### src/rtl/sweep_sequencer_pkg.sv
// Shared types and widths for the antenna sweep sequencer.
package sweep_sequencer_pkg;
   localparam int ANGLE_W = 8;
   localparam int ADC_W   = 12;

   typedef enum logic [2:0] {
      ST_IDLE,
      ST_MOVE,
      ST_SAMPLE,
      ST_COMPARE,
      ST_NEXT,
      ST_PARK
   } state_t;

   typedef enum logic {
      AX_THETA,
      AX_PHI
   } axis_t;
endpackage

### src/rtl/sweep_sequencer_sweep_timer.sv
// Down-counter shared by the servo settle wait and the ADC timeout.
module sweep_timer #(
   parameter int W = 16
) (
   input  logic         clk,
   input  logic         reset_n,
   input  logic         load,
   input  logic [W-1:0] load_val,
   input  logic         en,
   output logic         expired
);
   logic [W-1:0] cnt;

   always_ff @(posedge clk or negedge reset_n) begin
      if (!reset_n) begin
         cnt <= '0;
      end else if (load) begin
         cnt <= load_val;
      end else if (en && (cnt != '0)) begin
         cnt <= cnt - 1'b1;
      end
   end

   // Flags the last enabled cycle of a loaded count (load value N -> N enabled cycles).
   assign expired = en && (cnt <= W'(1));
endmodule

### src/rtl/sweep_sequencer.sv
// Two-pass peak search: full theta sweep at phi=0, then phi sweep at the best theta.
module sweep_sequencer
   import sweep_sequencer_pkg::*;
#(
   parameter int THETA_MAX     = 179,
   parameter int PHI_MAX       = 90,
   parameter int SETTLE_CYCLES = 50000,
   parameter int ADC_TIMEOUT   = 1024
) (
   input  logic               clk,
   input  logic               reset_n,
   input  logic               start,
   input  logic               abort,
   input  logic [ADC_W-1:0]   adc_data,
   input  logic               adc_valid,
   output logic               adc_req,
   output logic [ANGLE_W-1:0] theta,
   output logic [ANGLE_W-1:0] phi,
   output logic [ADC_W-1:0]   best_v,
   output logic [ANGLE_W-1:0] best_theta,
   output logic [ANGLE_W-1:0] best_phi,
   output logic               busy,
   output logic               done,
   output logic               adc_err
);
   localparam int TMAX = (SETTLE_CYCLES > ADC_TIMEOUT) ? SETTLE_CYCLES : ADC_TIMEOUT;
   localparam int TW   = $clog2(TMAX + 1);

   state_t           state;
   axis_t            axis;
   logic [ADC_W-1:0] sample;
   logic             tmr_load;
   logic             tmr_en;
   logic [TW-1:0]    tmr_val;
   logic             tmr_expired;

   // Timer is reloaded in every non-counting state, so MOVE always starts from SETTLE_CYCLES.
   always_comb begin
      tmr_en   = (state == ST_MOVE) || (state == ST_SAMPLE);
      tmr_load = !tmr_en || ((state == ST_MOVE) && tmr_expired);
      tmr_val  = (state == ST_MOVE) ? TW'(ADC_TIMEOUT) : TW'(SETTLE_CYCLES);
   end

   sweep_timer #(.W(TW)) u_timer (
      .clk      (clk),
      .reset_n  (reset_n),
      .load     (tmr_load),
      .load_val (tmr_val),
      .en       (tmr_en),
      .expired  (tmr_expired)
   );

   always_ff @(posedge clk or negedge reset_n) begin
      if (!reset_n) begin
         state      <= ST_IDLE;
         axis       <= AX_THETA;
         sample     <= '0;
         adc_req    <= 1'b0;
         busy       <= 1'b0;
         done       <= 1'b0;
         adc_err    <= 1'b0;
         theta      <= '0;
         phi        <= '0;
         best_v     <= '0;
         best_theta <= '0;
         best_phi   <= '0;
      end else begin
         done <= 1'b0;
         if (abort && (state != ST_IDLE)) begin
            state   <= ST_IDLE;
            busy    <= 1'b0;
            adc_req <= 1'b0;
         end else begin
            case (state)
               ST_IDLE: begin
                  if (start && !abort) begin
                     theta      <= '0;
                     phi        <= '0;
                     best_v     <= '0;
                     best_theta <= '0;
                     best_phi   <= '0;
                     adc_err    <= 1'b0;
                     axis       <= AX_THETA;
                     busy       <= 1'b1;
                     state      <= ST_MOVE;
                  end
               end
               ST_MOVE: begin
                  if (tmr_expired) begin
                     adc_req <= 1'b1;
                     state   <= ST_SAMPLE;
                  end
               end
               ST_SAMPLE: begin
                  if (adc_valid) begin
                     sample  <= adc_data;
                     adc_req <= 1'b0;
                     state   <= ST_COMPARE;
                  end else if (tmr_expired) begin
                     sample  <= '0;
                     adc_err <= 1'b1;
                     adc_req <= 1'b0;
                     state   <= ST_COMPARE;
                  end
               end
               ST_COMPARE: begin
                  if (sample > best_v) begin
                     best_v     <= sample;
                     best_theta <= theta;
                     best_phi   <= phi;
                  end
                  state <= ST_NEXT;
               end
               ST_NEXT: begin
                  if (axis == AX_THETA) begin
                     if (theta < ANGLE_W'(THETA_MAX)) begin
                        theta <= theta + 1'b1;
                     end else begin
                        theta <= best_theta;
                        phi   <= '0;
                        axis  <= AX_PHI;
                     end
                     state <= ST_MOVE;
                  end else if (phi < ANGLE_W'(PHI_MAX)) begin
                     phi   <= phi + 1'b1;
                     state <= ST_MOVE;
                  end else begin
                     state <= ST_PARK;
                  end
               end
               ST_PARK: begin
                  theta <= best_theta;
                  phi   <= best_phi;
                  done  <= 1'b1;
                  busy  <= 1'b0;
                  state <= ST_IDLE;
               end
               default: state <= ST_IDLE;
            endcase
         end
      end
   end
endmodule

### config.mk
export PLATFORM = sky130hd
export DESIGN_NAME = sweep_sequencer
export DESIGN_NICKNAME = d
export VERILOG_FILES = /design/src/rtl/sweep_sequencer_pkg.sv /design/src/rtl/sweep_sequencer_sweep_timer.sv /design/src/rtl/sweep_sequencer.sv
export SDC_FILE = /design/constraint.sdc
export NUM_CORES = 1
export LEC_CHECK = 0
export ABC_AREA = 1
export BUFFER_PORTS_ARGS = -buffer_cell sky130_fd_sc_hd__buf_4
export CORE_ASPECT_RATIO = 0.9
export CORE_MARGIN = 2
export CORE_UTILIZATION = 37
export DETAILED_ROUTE_END_ITERATION = 12
export PLACE_DENSITY = 0.62
export RECOVER_POWER = 25
export SYNTH_ARGS = -nofsm -noshare
export SYNTH_HDL_FRONTEND = slang
export SYNTH_SLANG_ARGS = --single-unit
export TNS_END_PERCENT = 10
### constraint.sdc
create_clock -name clk -period 1.9 [get_ports clk]
set_clock_uncertainty 0.15 [all_clocks]
set_input_delay 0.095 -clock clk [delete_from_list [all_inputs] [get_ports clk]]
set_output_delay 0.095 -clock clk [all_outputs]
set_load 0.02 [all_outputs]
==> load_flow_metrics.sql, run 1 <==
INSERT INTO impl_metrics (metric_group, metric, value, unit) VALUES
('final_layout', 'syn2layout_area_growth', '34.2', '%'),
('route', 'drt_iter0_drc', '264', ''),
('sta', 'timing.max_slew.rel_slack', '0.344', ''),
('synth', 'netlist_top_cells_area', 'dfrtp_1 42%, nand2_1 15%, nand3_1 8.5%', ''),
('synth', 'synth_most_common_cell', 'nand2_1', ''),
('synth', 'synth_area_leader_cell', 'dfrtp_1', ''),
('worst_setup_path', 'timing.critical_path.to_type', 'register', ''),
('sta', 'unrepaired_setup_endpoints_after_global_routing', 'true', ''),
('synth', 'mappedNetlistArea', '0.00475', 'sq mm'),
('power', 'report.power.total', '0.00816', 'W'),
('clocking', 'max_clock_buf_depth', '2', ''),
('worst_setup_path', 'max_stage_delay', '410', 'ps'),
('worst_setup_path', 'crit_slowest_cell', 'dfrtp_1', ''),
('floorplanning', 'number_of_placed_i_o_pins', '65', ''),
('clocking', 'clock_sinks', '80', ''),
('placed_design', 'place.detailed.hpwl', '9.04', 'mm'),
('grt', 'first_global_vias', '4417', ''),
('clocking', 'tritoncts', 'yes', ''),
('min_path', 'hold_path_class', 'primary input to register', ''),
('worst_setup_path', 'data_required_time_of_the_critical_path', '1990', 'ps'),
('route', 'vias', '4470', ''),
('placed_design', 'place.gp.congestion', '0.848', ''),
('sta', 'report.final.setup_viol', '0', ''),
('clocking', 'cts-buffers-inserted', '9', ''),
('sta', 'shortest_period_the_worst_path_allows', '1880', 'ps'),
('clocking', 'number_of_setup_buffers_added_after_cts', '0', ''),
('worst_setup_path', 'crit_type', 'register to register', ''),
('final_layout', 'antennaDiodeCount', '0', ''),
('sta', 'finalCritPeriodShare', '0.991', ''),
('synth', 'fraction_of_the_yosys_area_taken_by_sequential_cells', '0.421', ''),
('floorplanning', 'placeableCoreArea', '0.0126', 'sq mm'),
('final_layout', 'postLayoutCellArea', '0.00638', 'sq mm'),
('status', 'outcome', 'finished clean', ''),
('placed_design', 'placement.cell_area', '0.00575', 'sq mm'),
('sta', 'max_slew.worst_pin.slew', '984', 'ps'),
('floorplanning', 'core_rows', '39', ''),
('route', 'wirelength', '12.4', 'mm'),
('min_path', 'min-delay-start', 'start', ''),
('route', 'via_density_per_instance', '4.79', ''),
('synth', 'ys_seq_elements', '80', ''),
('sta', 'hold_violations', '0', ''),
('power', 'vdd_ir_drop_max', '0.606', 'mV'),
('power', 'power_per_cell_area', '1280', 'mW/mm^2'),
('floorplanning', 'die_area', '0.0138', 'sq mm'),
('clocking', 'cts.htree.levels', '3', ''),
('final_layout', 'num-nets-final', '798', ''),
('placed_design', 'placement.setup.worst_slack', '10.4', 'ps'),
('synth', 'net_count_of_the_mapped_netlist', '679', ''),
('synth', 'post-synth-top-area-fraction', '0.421', ''),
('sta', 'max_clock_freq', '531', 'MHz'),
('route', 'drc', '0', ''),
('sta', 'final.setup.tns', '0', 'ps'),
('synth', 'syn-instance-count', '645', ''),
('route', 'ant_nets', '0', ''),
('worst_setup_path', 'timing.critical_path.arrival', '1970', 'ps'),
('grt', 'grt_usage', '0.189', ''),
('worst_setup_path', 'r2r-start', 'sample[11]$_DFFE_PN0P_', ''),
('synth', 'number_of_warning_messages_in_the_yosys_log', '0', ''),
('sta', 'setup_ws', '17.3', 'ps'),
('job', 'drv.max_cap_violation_count', '0', ''),
('floorplanning', 'dieWidth', '123', 'microns'),
('power', 'power_leakage', '3.33', 'nW'),
('synth', 'synth_cell_types', '35', ''),
('synth', 'yosys-top-cells-count', '186 x nand2_1, 81 x inv_1, 81 x nand3_1', ''),
('synth', 'post_synth.cell_area_avg', '7.37', 'sq um'),
('synth', 'postSynth.topFlopCell', 'dfrtp_1', ''),
('clocking', 'clock_insertion_delay_worst_skew', '350', 'ps'),
('worst_setup_path', 'worst-path-max-fanout', '8', ''),
('worst_setup_path', 'timing.critical_path.mode_cell', 'nand2_1', ''),
('floorplanning', 'start_util', '0.376', ''),
('grt', 'grt_start_max_net_pins', '44', '');
-- where the power goes --
part           switching [W]  internal (W)
clock network       0.000711       0.00162
registers           0.000280       0.00206
logic                0.00210       0.00138
total                0.00309       0.00506
-- kinds of logic after synthesis --
logic type,count (synthesis),share of synthesized area
flops,80,0.421
compound gates,57,0.0713
simple gates,371,0.346
fa+ha+maj,17,0.0447
xor+xnor,15,0.0276
buf+inv,105,0.0890
-- routing by layer --
layer | GRT usage | wire [microns] | vias to the layer above
li1 | - | - | 2279
met1 | 0.258 | 5870 | 2084
met2 | 0.296 | 5830 | 92
met3 | 0.0528 | 503 | 15
met4 | 0.0500 | 178 | 0
met5 | 0 | 0 | -
-- sequential cells by signal, indices dropped and copies added, names as in the netlist, 3 cells and up --
| signal | cells |
|---|---|
| u_timer.cnt | 16 |
| best_v | 12 |
| sample | 12 |
| best_phi | 8 |
| best_theta | 8 |
| phi | 8 |
| theta | 8 |
| state | 3 |
-- timing repair --
item	in CTS	in global routing
endpoints found under the hold margin	54	0
endpoints found under the setup margin	3	65
pin swaps	0	2
hold buffers	15	0
resized for setup	0	23
-- path summary, 6_finish.rpt --
path                                          endpoint  slack (ps)  cells past startpoint
setup / recovery                 best_v[6]$_DFFE_PN0P_          20                     11
hold / removal                    state[1]$_DFFE_PN0P_          10                      5
setup reg to reg                 best_v[6]$_DFFE_PN0P_          20                     11
hold reg to reg             u_timer.cnt[0]$_DFFE_PN0P_         360                      2
max in group asynchronous  u_timer.cnt[14]$_DFFE_PN0P_         390                      3
min in group asynchronous         theta[4]$_DFFE_PN0P_         300                      2
-- critical path: cells and delay by family (launching register included) --
family	cells	cell delay (ps)
and+or+nand+nor	8	700
DFF	1	410
adders and majority gates	1	290
buffers and inverters	2	220
-- per-stage QoR --
stage          utilization  hold WS [ps]  std cells
6_report             0.505          11.1        933
5_1_grt              0.505          31.0        933
4_1_cts              0.499          7.46        933
3_5_place_dp         0.455         -45.7        902
3_3_place_gp         0.455         -52.8        902
2_1_floorplan            -          -351        645
-- cells in the final DEF, fill, tap and decap left out, types with 2 or more instances in the layout --
| cell | n |
|---|---|
| nor3_1 | 8 |
| nor2_1 | 63 |
| dlygate4sd3_1 | 15 |
| nor2_2 | 7 |
| dfrtp_1 | 72 |
| ha_4 | 4 |
| buf_4 | 102 |
| nand2_1 | 181 |
| ha_1 | 12 |
| inv_2 | 11 |
| o21ai_2 | 4 |
| clkbuf_16 | 9 |
| buf_6 | 2 |
| nand2_2 | 9 |
| inv_1 | 78 |
| a21oi_1 | 17 |
| xor2_1 | 14 |
| dfrtp_2 | 8 |
| nand4_1 | 5 |
| clkbuf_8 | 2 |
| o21ai_1 | 14 |
| o211ai_1 | 2 |
| buf_12 | 3 |
| nor2_4 | 6 |
| o21bai_1 | 2 |
| o21a_1 | 2 |
| o21ai_0 | 10 |
| nand2_4 | 4 |
| a22oi_1 | 2 |
| nand3_2 | 2 |
| bufinv_16 | 5 |
| nand3_1 | 81 |
-- cell type report --
| cell class | count | area [sq um] |
|---|---|---|
| clock buffers | 11 | 253 |
| clock inverters | 5 | 150 |
| fillers | 1197 | 6260 |
| inverters | 89 | 334 |
| multi-input cells | 460 | 2420 |
| flip-flops and latches | 80 | 2010 |
| well taps | 164 | 205 |
| repair buffers | 124 | 1010 |
Power figures use the tool's default switching activity.
==> inputs of run 2 (changes only) <==
- CORE_UTILIZATION: 37 -> 30
- PLACE_DENSITY: 0.62 -> 0.54
- RECOVER_POWER: 25 -> 100
==> run 2 against run 1 <==
  * Total power decreased by 8.1%
  * Via count grew 0.69%
  * Critical path type unchanged
  * Sequential cell count stayed put
  * Non-clock buffer count up 1
  * Routed wire length rose by 7.2%
  * Highest routed layer unchanged
  * Clock-buffer cell count decreased by 1
  * Register-to-register slack barely moved
  * Clock power shrank 31%
  * Global-route usage is 2.4 points lower
  * Final area shrank 3.8%
  * Critical path depth down 3
==> load_flow_metrics.sql, run 2 (synthesis results as in run 1) <==
INSERT INTO impl_metrics (metric_group, metric, value, unit) VALUES
('worst_setup_path', 'r2r-start', 'state[0]$_DFFE_PN0P_', ''),
('clocking', 'cts.htree.levels', '3', ''),
('grt', 'gr-total-overflow', '0', ''),
('floorplanning', 'dieHeight', '123', 'microns'),
('worst_setup_path', 'timing.critical_path.mode_cell', 'inv_1', ''),
('grt', 'grt.met1_usage', '0.216', ''),
('worst_setup_path', 'timing.critical_path.arrival', '2020', 'ps'),
('min_path', 'min_delay_worst_endpoint', 'axis$_DFFE_PN0P_', ''),
('worst_setup_path', 'regToRegEndpoint', 'u_timer.cnt[0]$_DFFE_PN0P_', ''),
('sta', 'slew_violations', '0', ''),
('power', 'power_leakage', '3.10', 'nW'),
('worst_setup_path', 'timing.critical_path.to_type', 'register', ''),
('floorplanning', 'start_util', '0.308', ''),
('sta', 'setup_ws', '15.8', 'ps'),
('route', 'drc', '0', ''),
('worst_setup_path', 'buffering_stage_count_on_the_worst_path_with_inverters_included', '3', ''),
('job', 'drv.max_cap_violation_count', '0', ''),
('route', 'detail_route.first_pass.iterations', '4', ''),
('min_path', 'holdPathStages', '4', ''),
('grt', 'grt_usage', '0.165', ''),
('worst_setup_path', 'ff_to_ff_setup_slack', '20', 'ps'),
('worst_setup_path', 'crit_family', 'buffers and inverters', ''),
('grt', 'met2_track_demand_over_resource_in_global_routing', '0.280', ''),
('power', 'vdd_ir_drop_max', '0.612', 'mV'),
('min_path', 'min-delay-start', 'start', ''),
('final_layout', 'num-nets-final', '799', ''),
('clocking', 'clock_sinks', '80', ''),
('worst_setup_path', 'crit_type', 'register to register', ''),
('worst_setup_path', 'worst-path-max-fanout', '6', ''),
('placed_design', 'placement.setup.worst_slack', '-37.7', 'ps'),
('floorplanning', 'die_area', '0.0169', 'sq mm'),
('worst_setup_path', 'r2r_cells', '8', ''),
('worst_setup_path', 'cp_cell_sequence', 'inv_1 -> nand3_2 -> nand2_4 -> buf_4 -> inv_1 -> a21oi_1 -> nand3_1 -> nand2_1', ''),
('grt', 'initial_antenna_violation_count', '0', ''),
('placed_design', 'placed_cells_incl_taps', '940', ''),
('route', 'wirelength', '13.3', 'mm'),
('final_layout', 'regs_by_ff_count', 'u_timer.cnt: 16 flops, best_v: 12 flops, sample: 12 flops', ''),
('power', 'power_per_cell_area', '1220', 'mW/mm^2'),
('route', 'avgRoutedWirePerCell', '13.7', 'microns'),
('sta', 'hold_violations', '0', ''),
('worst_setup_path', 'crit_slowest_cell', 'dfrtp_1', ''),
('final_layout', 'syn2layout_area_growth', '29.1', '%'),
('min_path', 'hold_path_class', 'primary input to register', ''),
('sta', 'shortest_period_the_worst_path_allows', '1880', 'ps'),
('final_layout', 'layout_commonest_cell', 'nand2_1', ''),
('floorplanning', 'placeableCoreArea', '0.0154', 'sq mm'),
('sta', 'max_slew.worst_pin.slew', '810', 'ps'),
('final_layout', 'regMostFlops', 'u_timer.cnt', ''),
('final_layout', 'layout.filler_cells', '1638', ''),
('sta', 'final.setup.tns', '0', 'ps'),
('grt', 'global_route.usage.met3', '0.0418', ''),
('placed_design', 'place.port_buffers', '64', ''),
('clocking', 'cts-buffers-inserted', '9', ''),
('clocking', 'cts.root.buffer_cell', 'clkbuf_16', ''),
('clocking', 'number_of_setup_buffers_added_after_cts', '0', ''),
('floorplanning', 'dieWidth', '137', 'microns'),
('final_layout', 'largest_reg_flops', '16', ''),
('sta', 'max_clock_freq', '531', 'MHz'),
('worst_setup_path', 'data_required_time_of_the_critical_path', '2030', 'ps'),
('sta', 'finalCritPeriodShare', '0.992', ''),
('final_layout', 'final_layout_size_suffix_gt1_frac', '0.182', ''),
('grt', 'first_pass_grt_wire_length', '22.0', 'mm'),
('grt', 'grt_most_used_layer', 'met2', ''),
('sta', 'timing.max_slew.rel_slack', '0.460', ''),
('clocking', 'clkSlewWorstSetupHoldPaths', '60', 'ps'),
('final_layout', 'layout.cells.most_common_list', '172 x nand2_1, 81 x nand3_1, 80 x inv_1', ''),
('floorplanning', 'number_of_placed_i_o_pins', '65', ''),
('route', 'via_density_per_instance', '4.63', ''),
('placed_design', 'place.detailed.hpwl', '9.42', 'mm'),
('final_layout', 'antennaDiodeCount', '0', ''),
('route', 'ant_nets', '0', ''),
('grt', 'grt_start_max_net_pins', '52', ''),
('worst_setup_path', 'max_stage_delay', '450', 'ps'),
('final_layout', 'final-instance-count-excl-fill', '972', ''),
('sta', 'report.final.setup_viol', '0', ''),
('worst_setup_path', 'setup.worst_path.start_class', 'register', ''),
('sta', 'hold-worst-slack', '21.8', 'ps'),
('placed_design', 'place.gp.congestion', '0.813', ''),
('worst_setup_path', 'critical_path_cell_count', '8', ''),
('clocking', 'tritoncts', 'yes', ''),
('floorplanning', 'core_rows', '43', ''),
('sta', 'unrepaired_setup_endpoints_after_global_routing', 'true', ''),
('clocking', 'clock_insertion_delay_worst_skew', '340', 'ps'),
('route', 'vias', '4501', ''),
('route', 'drt_iter0_drc', '246', ''),
('grt', 'first_global_vias', '4526', ''),
('status', 'outcome', 'finished clean', ''),
('clocking', 'max_clock_buf_depth', '2', '');
## run 2: cell types whose count changed in the layout (fill, tap and decap cells not counted), moves of 4 or more
cell / change
nand2_2: +8
clkbuf_1: +47
clkinv_2: +4
buf_4: -49
bufinv_16: -5
nand2_1: -9
## run 2: how the worst max path moves through the flow
stage	startpoint	slack [ps]	end
finish	state[0]$_DFFE_PN0P_	20	u_timer.cnt[0]$_DFFE_PN0P_
detailed placement	u_timer.cnt[0]$_DFFE_PN0P_	-40	sample[11]$_DFFE_PN0P_
CTS	sample[7]$_DFFE_PN0P_	30	best_phi[7]$_DFFE_PN0P_
global placement	u_timer.cnt[0]$_DFFE_PN0P_	9	u_timer.cnt[0]$_DFFE_PN0P_
global route	sample[11]$_DFFE_PN0P_	-110	best_theta[0]$_DFFE_PN0P_
floorplan	best_v[7]$_DFFE_PN0P_	0.4	best_v[0]$_DFFE_PN0P_
## run 2: timing repair
| action | in CTS | in global routing |
|---|---|---|
| gates resized for setup | 2 | 27 |
| cloned | 0 | 1 |
| setup endpoints to repair | 13 | 49 |
| hold buffers | 15 | 0 |
| pin swaps | 0 | 5 |
| endpoints found under the hold margin | 95 | 0 |
## run 2: cell type report
type	count	area [sq um]	area share
Clock inverter	6	36.3	0.00591
Tap cell	202	253	0.0412
Multi-Input combinational cell	460	2400	0.391
Timing Repair Buffer	125	870	0.142
Clock buffer	10	229	0.0373
Sequential cell	80	2010	0.328
Inverter	89	334	0.0545
## run 2: power breakdown
group	switching [W]	total [W]	internal (W)
clock network	0.000721	0.00160	0.000878
logic	0.00222	0.00357	0.00135
registers	0.000262	0.00233	0.00206
## run 2: routing by layer
layer	vias up	part of all wire	routed length (microns)
met5	-	0	0
met3	11	0.039	515
met2	86	0.48	6410
met4	0	0.0090	119
li1	2275	-	-
met1	2129	0.47	6230
## run 2: worst register-to-register path: stages (launching register included)
cell and delay (ps):
dfrtp_1 450, inv_1 210, nand3_2 180, nand2_4 110, buf_4 160, inv_1 120, a21oi_1 250, nand3_1 110
nand2_1 80
## run 2: metrics by stage
step,instance area (sq um),utilization,power [W]
floorplan,4760,-,0.00451
global placement,5820,0.377,0.00575
detailed placement,5820,0.377,0.00583
CTS,6240,0.404,0.00750
global route,6130,0.397,0.00813
finish,6130,0.397,0.00750
==> inputs of run 3 (changes only) <==
- CORE_UTILIZATION: 30 -> 35
- MAX_ROUTING_LAYER: not set -> met4
- PLACE_DENSITY: 0.54 -> 0.6
==> run 3 against run 2 <==
  * The flow now finishes with violations (setup timing)
  * Cell count decreased by 3.2%
  * Sequential power is essentially flat
  * Final area grew 1.5%
  * Register-to-register slack worse by 30 ps
  * Critical path type unchanged
  * Critical endpoint is now best_theta[7]$_DFFE_PN0P_
  * Largest power group unchanged
==> load_flow_metrics.sql, run 3 (synthesis results as in run 1) <==
INSERT INTO impl_metrics (metric_group, metric, value, unit) VALUES
('worst_setup_path', 'ff_to_ff_setup_slack', '-10', 'ps'),
('floorplanning', 'dieHeight', '115', 'microns'),
('route', 'avgRoutedWirePerCell', '13.9', 'microns'),
('floorplanning', 'start_util', '0.357', ''),
('final_layout', 'layout.cells.most_common_list', '172 x nand2_1, 81 x nand3_1, 77 x inv_1', ''),
('route', 'drc', '0', ''),
('worst_setup_path', 'cp_cell_sequence', 'inv_1 -> ha_4 -> a21oi_1 -> o21a_1 -> nand3_2 -> nand2_4 -> nand2_8 -> clkbuf_16 -> nand2_1 -> nand2_1', ''),
('power', 'vdd_ir_drop_max', '0.470', 'mV'),
('status', 'failing_checks', 'setup timing', ''),
('final_layout', 'layout.filler_cells', '1319', ''),
('clocking', 'cts.root.buffer_cell', 'clkbuf_16', ''),
('floorplanning', 'dieWidth', '127', 'microns'),
('worst_setup_path', 'max_stage_delay', '400', 'ps'),
('final_layout', 'antennaDiodeCount', '0', ''),
('final_layout', 'num-nets-final', '802', ''),
('placed_design', 'place.gp.congestion', '0.861', ''),
('route', 'vias', '4553', ''),
('sta', 'setup_ws', '-13.1', 'ps'),
('placed_design', 'place.port_buffers', '64', ''),
('grt', 'grt_start_max_net_pins', '33', ''),
('worst_setup_path', 'worst-path-max-fanout', '11', ''),
('final_layout', 'layout_commonest_cell', 'nand2_1', ''),
('floorplanning', 'die_area', '0.0145', 'sq mm'),
('power', 'netSwitchingFraction', '0.419', ''),
('final_layout', 'postLayoutCellArea', '0.00623', 'sq mm'),
('route', 'ant_nets', '0', ''),
('route', 'drt_iter0_drc', '272', ''),
('sta', 'unrepaired_setup_endpoints_after_global_routing', 'true', ''),
('sta', 'report.final.setup_viol', '7', ''),
('worst_setup_path', 'timing.critical_path.to_type', 'register', ''),
('sta', 'shortest_period_the_worst_path_allows', '1910', 'ps'),
('floorplanning', 'core_rows', '40', ''),
('final_layout', 'regs_by_ff_count', 'u_timer.cnt: 16 flops, best_v: 12 flops, sample: 12 flops', ''),
('job', 'drv.max_cap_violation_count', '0', ''),
('worst_setup_path', 'setup.worst_path.start_class', 'register', ''),
('clocking', 'clock_sinks', '80', ''),
('power', 'power_per_cell_area', '1270', 'mW/mm^2'),
('grt', 'first_pass_grt_wire_length', '21.4', 'mm'),
('sta', 'hold_violations', '0', ''),
('min_path', 'hold_path_class', 'primary input to register', ''),
('power', 'sequentialPowerShare', '0.298', ''),
('final_layout', 'final_layout_size_suffix_gt1_frac', '0.195', ''),
('clocking', 'cts.htree.levels', '3', ''),
('grt', 'grt_usage', '0.189', ''),
('placed_design', 'placement.setup.worst_slack', '14.4', 'ps'),
('placed_design', 'place.detailed.hpwl', '8.94', 'mm'),
('sta', 'timing.max_slew.rel_slack', '0.417', ''),
('clocking', 'tritoncts', 'yes', ''),
('power', 'power.share.clock', '0.210', ''),
('clocking', 'clock_insertion_delay_worst_skew', '340', 'ps'),
('worst_setup_path', 'timing.critical_path.arrival', '2000', 'ps'),
('power', 'netSwitchingPower', '0.00331', 'W'),
('power', 'power_leakage', '3.12', 'nW'),
('status', 'outcome', 'finished, violations left', ''),
('clocking', 'cts-buffers-inserted', '9', ''),
('sta', 'max_slew.worst_pin.slew', '874', 'ps'),
('final_layout', 'regMostFlops', 'u_timer.cnt', ''),
('power', 'cellInternalPower', '0.00460', 'W'),
('worst_setup_path', 'crit_type', 'register to register', ''),
('power', 'report.power.total', '0.00790', 'W'),
('sta', 'finalCritPeriodShare', '1.01', ''),
('clocking', 'clkSlewWorstSetupHoldPaths', '60', 'ps'),
('placed_design', 'placement.cell_area', '0.00578', 'sq mm'),
('grt', 'gr-total-overflow', '0', ''),
('worst_setup_path', 'data_required_time_of_the_critical_path', '1980', 'ps'),
('final_layout', 'syn2layout_area_growth', '31.0', '%'),
('floorplanning', 'placeableCoreArea', '0.0133', 'sq mm'),
('power', 'comb_power_share', '0.492', ''),
('worst_setup_path', 'timing.critical_path.mode_cell', 'nand2_1', ''),
('sta', 'slew_violations', '0', ''),
('grt', 'initial_antenna_violation_count', '0', ''),
('route', 'wirelength', '13.1', 'mm'),
('sta', 'max_clock_freq', '523', 'MHz'),
('clocking', 'max_clock_buf_depth', '2', ''),
('worst_setup_path', 'crit_slowest_cell', 'dfrtp_2', ''),
('floorplanning', 'number_of_placed_i_o_pins', '65', ''),
('route', 'detail_route.first_pass.iterations', '4', ''),
('grt', 'first_global_vias', '4457', ''),
('route', 'via_density_per_instance', '4.84', ''),
('final_layout', 'largest_reg_flops', '16', '');
==> run 3: per-layer routing <==
layer,part of all wire,vias to the layer above,GRT usage
li1,-,2287,-
met1,0.47,2137,0.242
met2,0.48,110,0.306
met3,0.042,19,0.0430
met4,0.015,0,0.0447
met5,0,-,-
==> run 3: area by class of cell <==
| class | count | area, sq um | area share |
|---|---|---|---|
| multi-input combinational | 460 | 2470 | 0.397 |
| sequential | 80 | 2010 | 0.323 |
| timing repair buffer | 128 | 918 | 0.148 |
| inverter | 89 | 334 | 0.0537 |
| clock buffer | 13 | 260 | 0.0418 |
| tap | 168 | 210 | 0.0338 |
| clock inverter | 3 | 17.5 | 0.00281 |
==> run 3: repair_timing <==
item,4_1_cts,5_1_grt
setup buffers,0,4
resized for setup,0,42
endpoints found under the hold margin,69,0
setup endpoints to repair,0,63
hold buffers,15,0
==> run 3: path summary, 6_finish.rpt <==
check	cells past startpoint	startpoint	end
max	10	best_v[11]$_DFFE_PN0P_	best_theta[7]$_DFFE_PN0P_
min	4	start	busy$_DFFE_PN0P_
max reg2reg	10	best_v[11]$_DFFE_PN0P_	best_theta[7]$_DFFE_PN0P_
min reg2reg	2	adc_err$_DFFE_PN0P_	adc_err$_DFFE_PN0P_
max in group asynchronous	4	reset_n	theta[5]$_DFFE_PN0P_
min in group asynchronous	2	reset_n	u_timer.cnt[13]$_DFFE_PN0P_
==> run 3: power by group through the flow <==
stage / Combinational, W / Sequential (W) / Clock (W)
3_5_place_dp: 0.00345 / 0.00235 / 0
4_1_cts: 0.00349 / 0.00232 / 0.00171
5_1_grt: 0.00433 / 0.00239 / 0.00177
6_report: 0.00389 / 0.00236 / 0.00166
2_1_floorplan: 0.00209 / 0.00243 / 0
3_3_place_gp: 0.00339 / 0.00234 / 0
==> run 3: metrics by stage <==
| stage | cells | setup TNS [ps] | hold slack [ps] | utilization |
|---|---|---|---|---|
| floorplan | 645 | 0 | -351 | - |
| global placement | 904 | 0 | -78.0 | 0.434 |
| detailed placement | 904 | 0 | -73.1 | 0.434 |
| CTS | 935 | 0 | 13.0 | 0.466 |
| global route | 941 | -2430 | 30.0 | 0.468 |
| finish | 941 | -33.9 | 18.0 | 0.468 |
==> run 3: worst max-delay path: cells and delay by family (launching register included) <==
family / cells / cell delay (ps)
adder cells (fa/ha/maj): 1 / 220
flip-flops: 1 / 400
AO/OA/AOI/OAI: 2 / 320
buffers and inverters: 2 / 280
AND/OR/NAND/NOR: 5 / 430
